===== src/rtl/uart_pkg.sv =====
// Shared UART definitions: transmitter/receiver state encoding, line idle level
// and the parity helper used by both directions.
package uart_pkg;

   typedef enum logic [2:0] {
      ST_IDLE,
      ST_FETCH,
      ST_LOAD,
      ST_START,
      ST_DATA,
      ST_PARITY,
      ST_STOP
   } uart_state_t;

   localparam logic LINE_IDLE      = 1'b1;
   localparam int   MAX_DATA_WIDTH = 32;

   // Callers zero-extend their word to MAX_DATA_WIDTH; extra zeros do not change the XOR.
   function automatic logic calc_parity(input logic [MAX_DATA_WIDTH-1:0] data,
                                        input logic                      odd);
      return (^data) ^ odd;
   endfunction

endpackage


===== src/rtl/uart_tx_if.sv =====
// Pop-side handshake between the transmit FIFO and the UART transmitter.
interface uart_tx_if #(
   parameter int DATA_WIDTH = 8
);

   logic                  fifo_empty;
   logic [DATA_WIDTH-1:0] fifo_read_data;
   logic                  fifo_read_enable;

   modport master (
      input  fifo_empty,
      input  fifo_read_data,
      output fifo_read_enable
   );

   modport slave (
      output fifo_empty,
      output fifo_read_data,
      input  fifo_read_enable
   );

endinterface


===== src/rtl/uart_baud_gen.sv =====
// Bit-period divider: free-running 0..CLKS_PER_BIT-1 counter with a one-cycle tick
// on each wrap; restart holds it at zero so the next bit starts on a clean boundary.
module uart_baud_gen #(
   parameter int CLKS_PER_BIT = 16
) (
   input  logic clk,
   input  logic reset,
   input  logic restart,
   output logic tick
);

   localparam int              CW   = $clog2(CLKS_PER_BIT);
   localparam logic [CW-1:0]   LAST = CW'(CLKS_PER_BIT - 1);

   logic [CW-1:0] count;

   always_ff @(posedge clk or negedge reset) begin
      if (!reset) begin
         count <= '0;
      end else if (restart || count == LAST) begin
         count <= '0;
      end else begin
         count <= count + 1'b1;
      end
   end

   assign tick = !restart && (count == LAST);

endmodule


===== src/rtl/uart_tx.sv =====
// UART transmitter: pops one word from the transmit FIFO and sends start, data
// (LSB first), optional parity and 1 or 2 stop bits on a registered line.
module uart_tx
   import uart_pkg::*;
#(
   parameter int DATA_WIDTH   = 8,
   parameter int CLKS_PER_BIT = 16,
   parameter int PARITY_EN    = 0,
   parameter int PARITY_ODD   = 0,
   parameter int STOP_BITS    = 1
) (
   input  logic      clk,
   input  logic      reset,
   uart_tx_if.master fifo,
   output logic      tx,
   output logic      busy,
   output logic      tx_done
);

   localparam int             BCW       = $clog2(DATA_WIDTH + 1);
   localparam logic [BCW-1:0] LAST_DATA = BCW'(DATA_WIDTH - 1);
   localparam logic [BCW-1:0] LAST_STOP = BCW'(STOP_BITS - 1);

   uart_state_t              state;
   logic [DATA_WIDTH-1:0]    shift_reg;
   logic [BCW-1:0]           bit_cnt;
   logic                     parity_bit;
   logic                     read_enable;
   logic                     restart;
   logic                     tick;
   logic [MAX_DATA_WIDTH-1:0] load_word;

   // Holding the divider in restart until START makes the start bit exactly one period long.
   assign restart   = (state == ST_IDLE) || (state == ST_FETCH) || (state == ST_LOAD);
   assign load_word = MAX_DATA_WIDTH'(fifo.fifo_read_data);

   assign fifo.fifo_read_enable = read_enable;

   uart_baud_gen #(
      .CLKS_PER_BIT(CLKS_PER_BIT)
   ) u_baud (
      .clk    (clk),
      .reset  (reset),
      .restart(restart),
      .tick   (tick)
   );

   // tx, busy and tx_done are registered from the current state, so the line
   // trails the state register by one cycle; read_enable is set on the transition.
   always_ff @(posedge clk or negedge reset) begin
      if (!reset) begin
         state       <= ST_IDLE;
         shift_reg   <= '0;
         bit_cnt     <= '0;
         parity_bit  <= 1'b0;
         read_enable <= 1'b0;
         tx          <= LINE_IDLE;
         busy        <= 1'b0;
         tx_done     <= 1'b0;
      end else begin
         read_enable <= 1'b0;
         tx_done     <= 1'b0;
         busy        <= !((state == ST_IDLE) && fifo.fifo_empty);

         case (state)
            ST_IDLE: begin
               tx <= LINE_IDLE;
               if (!fifo.fifo_empty) begin
                  state       <= ST_FETCH;
                  read_enable <= 1'b1;
               end
            end

            ST_FETCH: begin
               tx    <= LINE_IDLE;
               state <= ST_LOAD;
            end

            ST_LOAD: begin
               tx         <= LINE_IDLE;
               shift_reg  <= fifo.fifo_read_data;
               parity_bit <= calc_parity(load_word, PARITY_ODD != 0);
               bit_cnt    <= '0;
               state      <= ST_START;
            end

            ST_START: begin
               tx <= 1'b0;
               if (tick) begin
                  state <= ST_DATA;
               end
            end

            ST_DATA: begin
               tx <= shift_reg[0];
               if (tick) begin
                  shift_reg <= shift_reg >> 1;
                  if (bit_cnt == LAST_DATA) begin
                     bit_cnt <= '0;
                     state   <= (PARITY_EN != 0) ? ST_PARITY : ST_STOP;
                  end else begin
                     bit_cnt <= bit_cnt + 1'b1;
                  end
               end
            end

            ST_PARITY: begin
               tx <= parity_bit;
               if (tick) begin
                  state <= ST_STOP;
               end
            end

            // bit_cnt is reused here to count stop bits.
            ST_STOP: begin
               tx <= LINE_IDLE;
               if (tick) begin
                  if (bit_cnt == LAST_STOP) begin
                     bit_cnt <= '0;
                     tx_done <= 1'b1;
                     if (fifo.fifo_empty) begin
                        state <= ST_IDLE;
                     end else begin
                        state       <= ST_FETCH;
                        read_enable <= 1'b1;
                     end
                  end else begin
                     bit_cnt <= bit_cnt + 1'b1;
                  end
               end
            end

            default: begin
               tx    <= LINE_IDLE;
               state <= ST_IDLE;
            end
         endcase
      end
   end

endmodule


===== src/flat_wrapper.sv =====
// flat-port wrapper written by rule: the top's interface ports become plain ports
module uart_tx_flat import uart_pkg::*;
#(
   parameter int DATA_WIDTH   = 8,
   parameter int CLKS_PER_BIT = 16,
   parameter int PARITY_EN    = 0,
   parameter int PARITY_ODD   = 0,
   parameter int STOP_BITS    = 1
)
  (clk, reset, tx, busy, tx_done, fifo_fifo_empty, fifo_fifo_read_data, fifo_fifo_read_enable);
  uart_tx_if #(.DATA_WIDTH(DATA_WIDTH)) fifo_i ();
  input  logic clk;
  input  logic reset;
  output logic tx;
  output logic busy;
  output logic tx_done;
  input wire logic [$bits(fifo_i.fifo_empty)-1:0] fifo_fifo_empty;
  input wire logic [$bits(fifo_i.fifo_read_data)-1:0] fifo_fifo_read_data;
  output wire logic [$bits(fifo_i.fifo_read_enable)-1:0] fifo_fifo_read_enable;
  assign fifo_i.fifo_empty = fifo_fifo_empty;
  assign fifo_i.fifo_read_data = fifo_fifo_read_data;
  assign fifo_fifo_read_enable = fifo_i.fifo_read_enable;
  uart_tx #(.DATA_WIDTH(DATA_WIDTH), .CLKS_PER_BIT(CLKS_PER_BIT), .PARITY_EN(PARITY_EN), .PARITY_ODD(PARITY_ODD), .STOP_BITS(STOP_BITS)) u_core (.clk(clk), .reset(reset), .fifo(fifo_i), .tx(tx), .busy(busy), .tx_done(tx_done));
endmodule

===== config.mk =====
export PLATFORM = sky130hd
export DESIGN_NAME = uart_tx_flat
export DESIGN_NICKNAME = d
export VERILOG_FILES = /design/src/rtl/uart_pkg.sv /design/src/rtl/uart_tx_if.sv /design/src/rtl/uart_baud_gen.sv /design/src/rtl/uart_tx.sv /design/src/flat_wrapper.sv
export SDC_FILE = /design/constraint.sdc
export NUM_CORES = 1
export LEC_CHECK = 0
export CAP_MARGIN = 30
export CORE_MARGIN = 5
export CORE_UTILIZATION = 55
export CTS_BUF_LIST = sky130_fd_sc_hd__clkbuf_8
export CTS_CLUSTER_SIZE = 14
export DETAILED_ROUTE_END_ITERATION = 10
export MAX_ROUTING_LAYER = met4
export PLACE_DENSITY_LB_ADDON = 0.25
export RECOVER_POWER = 100
export SLEW_MARGIN = 20
export SYNTH_ARGS = -nofsm -noshare
export SYNTH_HDL_FRONTEND = slang
export SYNTH_SLANG_ARGS = --single-unit

===== constraint.sdc =====
create_clock -name clk -period 1.7 [get_ports clk]
set_input_delay 0.17 -clock clk [delete_from_list [all_inputs] [get_ports clk]]
set_output_delay 0.17 -clock clk [all_outputs]
set_load 0.1 [all_outputs]

==> run_results.csv <==
group,metric,value,unit
timing,hold_viol,0,
clocking,insertion_delay,0.26,ns
pwr,ir_drop,0.0004411,V
detailed_routing,drt_pass1_iterations,4,
detailed_routing,wire_per_inst,14.42,um
detailed_routing,vias,1091,
floorplanning,rows,18,
finish,nNetsFinal,175,
yosys,synth_edf_count,0,
pwr,p_seq_frac,0.580,
place,place.gp.congestion,0.7772,
critical_path,worstReg2RegStart,"u_core.bit_cnt[0]$_DFFE_PN0P_",
yosys,yosysUniqueCellTypes,38,
detailed_routing,drcViolationCount,0,
timing,tightest_slew,0.5933,ns
yosys,syn-cell-area,1355,um2
yosys,synthArstFlopShare,1.000,
critical_path,reg2reg_depth,7,
detailed_routing,antenna_left,0,
finish,layout-drive-gt1-share,0.1875,
clocking,numCtsBuffers,3,
critical_path,arrival,1.82,ns
floorplanning,die-height,59.64,um
pwr,p_leak,0.7389,nW
finish,syn_to_final_growth,18.56,%
timing,drv_slew,0,
yosys,synth_top_area_cell,"dfrtp_1",
yosys,synthAdderAreaFrac,0.02770,
pwr,p_sw_frac,0.2216,
pwr,combPwrFrac,0.101,
yosys,avgSynthCellArea,9.819,um2
timing,slew_headroom,0.6044,
place,placed_area,1524,um2
outcome,outcome,"finished, final reports clean",
yosys,ys_top_cells_by_area,"dfrtp_1 42%, a21oi_1 5.9%, mux2i_1 5.2%, xnor2_1 5.2%, a31oi_1 4.2%",
clocking,tritoncts,"yes",
yosys,synthesis.nets,152,
timing,fin_crit_sh,0.9866,
critical_path,r2r_setup_slack,0.02,ns
grt,grt_pass1_vias,1075,
finish,largest_reg_flops,8,
grt,overflow,0,
timing,skew,0.002631,ns
grt,antenna_found_initial,0,
clocking,cts_buffer_depth,2,
critical_path,cp.depth,7,
critical_path,critical_path.cell_chain,"inv_1 -> ha_1 -> nor3b_4 -> nor4b_4 -> buf_4 -> o31ai_1 -> o31ai_1",
floorplanning,ios,15,
finish,fin_util,0.6667,
critical_path,required,1.84,ns
finish,final_area,1607,um2
yosys,synth.mux.area_fraction,0.05171,
pwr,power_density,643.6,nW/um2
yosys,syn_inst,138,
critical_path,worstReg2RegEnd,"u_core.state[1]$_DFFE_PN0P_",
clocking,clock_sinks,24,
clocking,clkSlewWorstSetupHoldPaths,0.08,ns
finish,nFillCells,211,
critical_path,end_kind,"register",
yosys,ys_ff_latch,24,
floorplanning,start_util,0.5623,
yosys,synth_top_family_by_area,"compound AO/OA/AOI/OAI gates",
critical_path,startpoint_type,"register",
hold_path,hold_path.class,"in -> async",
finish,antennaDiodeCount,0,
detailed_routing,drtIter0Drc,31,
place,portBuffers,14,
grt,grt_max_degree,25,
grt,grtUsageTotal,0.1768,
floorplanning,die_x,59.64,um
critical_path,path_max_fanout,4,
yosys,synth_compound_area_frac,0.2004,
critical_path,cp_top_family,"flip-flops",
yosys,seq_area_frac_synth,0.4441,
timing,finalSetupViolations,0,
yosys,yosysWarnings,0,
finish,layout_commonest_cell,"dfrtp_1",
critical_path,path_buf_inv,2,
finish,layout_common_cells,"22 x dfrtp_1, 16 x a21oi_1, 13 x nor2_1",
pwr,p_int,0.0008049,W
finish,seq_area,603.1,um2
critical_path,crit_end,"u_core.state[1]$_DFFE_PN0P_",
yosys,yosysTopAreaCellShare,0.4247,
run,drv_cap,0,
yosys,synth-main-ff-cell,"dfrtp_1",
critical_path,max_stage_delay,0.41,ns
clocking,holdBufCountCts,0,
pwr,finalPower,0.001034,W
critical_path,crit_type,"reg -> reg",
detailed_routing,vias_per_cell,5.742,
critical_path,crit_slowest_cell,"dfrtp_1",
floorplanning,die_area,3556,um2
timing,period_minus_slack,1.677,ns
timing,fmax,596.2,MHz
critical_path,critPathLaunch,"u_core.bit_cnt[0]$_DFFE_PN0P_",
yosys,synth_simple_gate_area_frac,0.1570,
critical_path,cpMostUsedCell,"o31ai_1",
detailed_routing,totalWireLength,2740,um
clocking,cts-root-buf,"clkbuf_8",
grt,grt_pass1_wl,4595,um
floorplanning,core_area,2410,um2
pwr,p_switching,0.0002291,W
finish,multi_input_comb_area,690.7,um2
clocking,htree_num_levels,1,
yosys,synth_xor_area_frac,0.05817,
pwr,p_clk_frac,0.319,
place,hpwl,1919,um
==> metrics by stage <==
stage / hold slack [ns] / TNS, ns / instances / worst slack (ns)
after floorplan: -0.1256 / 0 / 138 / 0.1842
after global placement: 0.4554 / 0 / 180 / 0.1016
after detailed placement: 0.4747 / 0 / 180 / 0.01814
after CTS: 0.2660 / 0 / 186 / 0.02906
after global routing: 0.4714 / -0.03908 / 190 / -0.03532
final: 0.4307 / 0 / 190 / 0.02270
==> worst min path at each step <==
stage	endpoint	cells past startpoint	slack (ns)
3_3_place_gp	u_core.u_baud.count[0]$_DFF_PN0_	1	0.46
5_1_grt	u_core.fifo.fifo_read_enable$_DFF_PN0_	2	0.47
2_1_floorplan	u_core.bit_cnt[0]$_DFFE_PN0P_	0	-0.13
6_report	u_core.busy$_DFF_PN0_	2	0.43
4_1_cts	u_core.tx_done$_DFF_PN0_	2	0.27
3_5_place_dp	u_core.u_baud.count[0]$_DFF_PN0_	1	0.47
==> logic make-up after synthesis <==
logic type,after synthesis
AO/OA/AOI/OAI,44
XOR/XNOR,9
adder cells (fa/ha/maj),3
buffers and inverters,14
flip-flops,24
multiplexers,7
AND/OR/NAND/NOR,37
==> per-layer routing <==
metal / track usage / routed length [um] / up-vias
met5: - / 0 / -
met4: 0.08861 / 45 / 0
met3: 0.02832 / 78 / 5
met2: 0.2933 / 1416 / 21
met1: 0.2060 / 1200 / 523
li1: - / - / 542
==> final cells by class <==
type / instances / area share
clock inverter: 1 / 0.002336
multi-input combinational: 100 / 0.4299
inverter: 5 / 0.01168
timing repair buffer: 27 / 0.1316
clock buffer: 3 / 0.02570
sequential: 24 / 0.3754
tap: 30 / 0.02336
==> worst reg2reg max path: stages (launching register included) <==
cell,delay [ns]
dfrtp_1,0.41
inv_1,0.08
ha_1,0.16
nor3b_4,0.27
nor4b_4,0.09
buf_4,0.16
o31ai_1,0.27
o31ai_1,0.11
==> cell usage after synthesis (all sizes together), types with 2 or more instances <==
cell and n:
nand2 6, nor3 3, ha 3, a31oi 9
nor3b 3, dfrtp 23, buf 7, mux2i 7
nor2 13, nand3 4, o21ai 9, and3 2
nand2b 2, inv 4, clkbuf 2, xnor2 8
a21oi 16, o31ai 3
==> repair_timing <==
| action | 4_1_cts | 5_1_grt |
|---|---|---|
| pin swaps | 1 | 0 |
| setup buffers | 2 | 4 |
| endpoints found under the setup margin | 1 | 7 |
| resized for setup | 0 | 4 |
==> power by group through the flow <==
stage          registers (W)  clock network, W  logic (W)
5_1_grt             0.000603          0.000374   0.000117
4_1_cts             0.000600          0.000341   0.000112
3_5_place_dp        0.000612                 0   0.000111
6_report            0.000599          0.000330   0.000105
3_3_place_gp        0.000611                 0   0.000109
2_1_floorplan       0.000618                 0  0.0000500
Power figures use the tool's default switching activity.
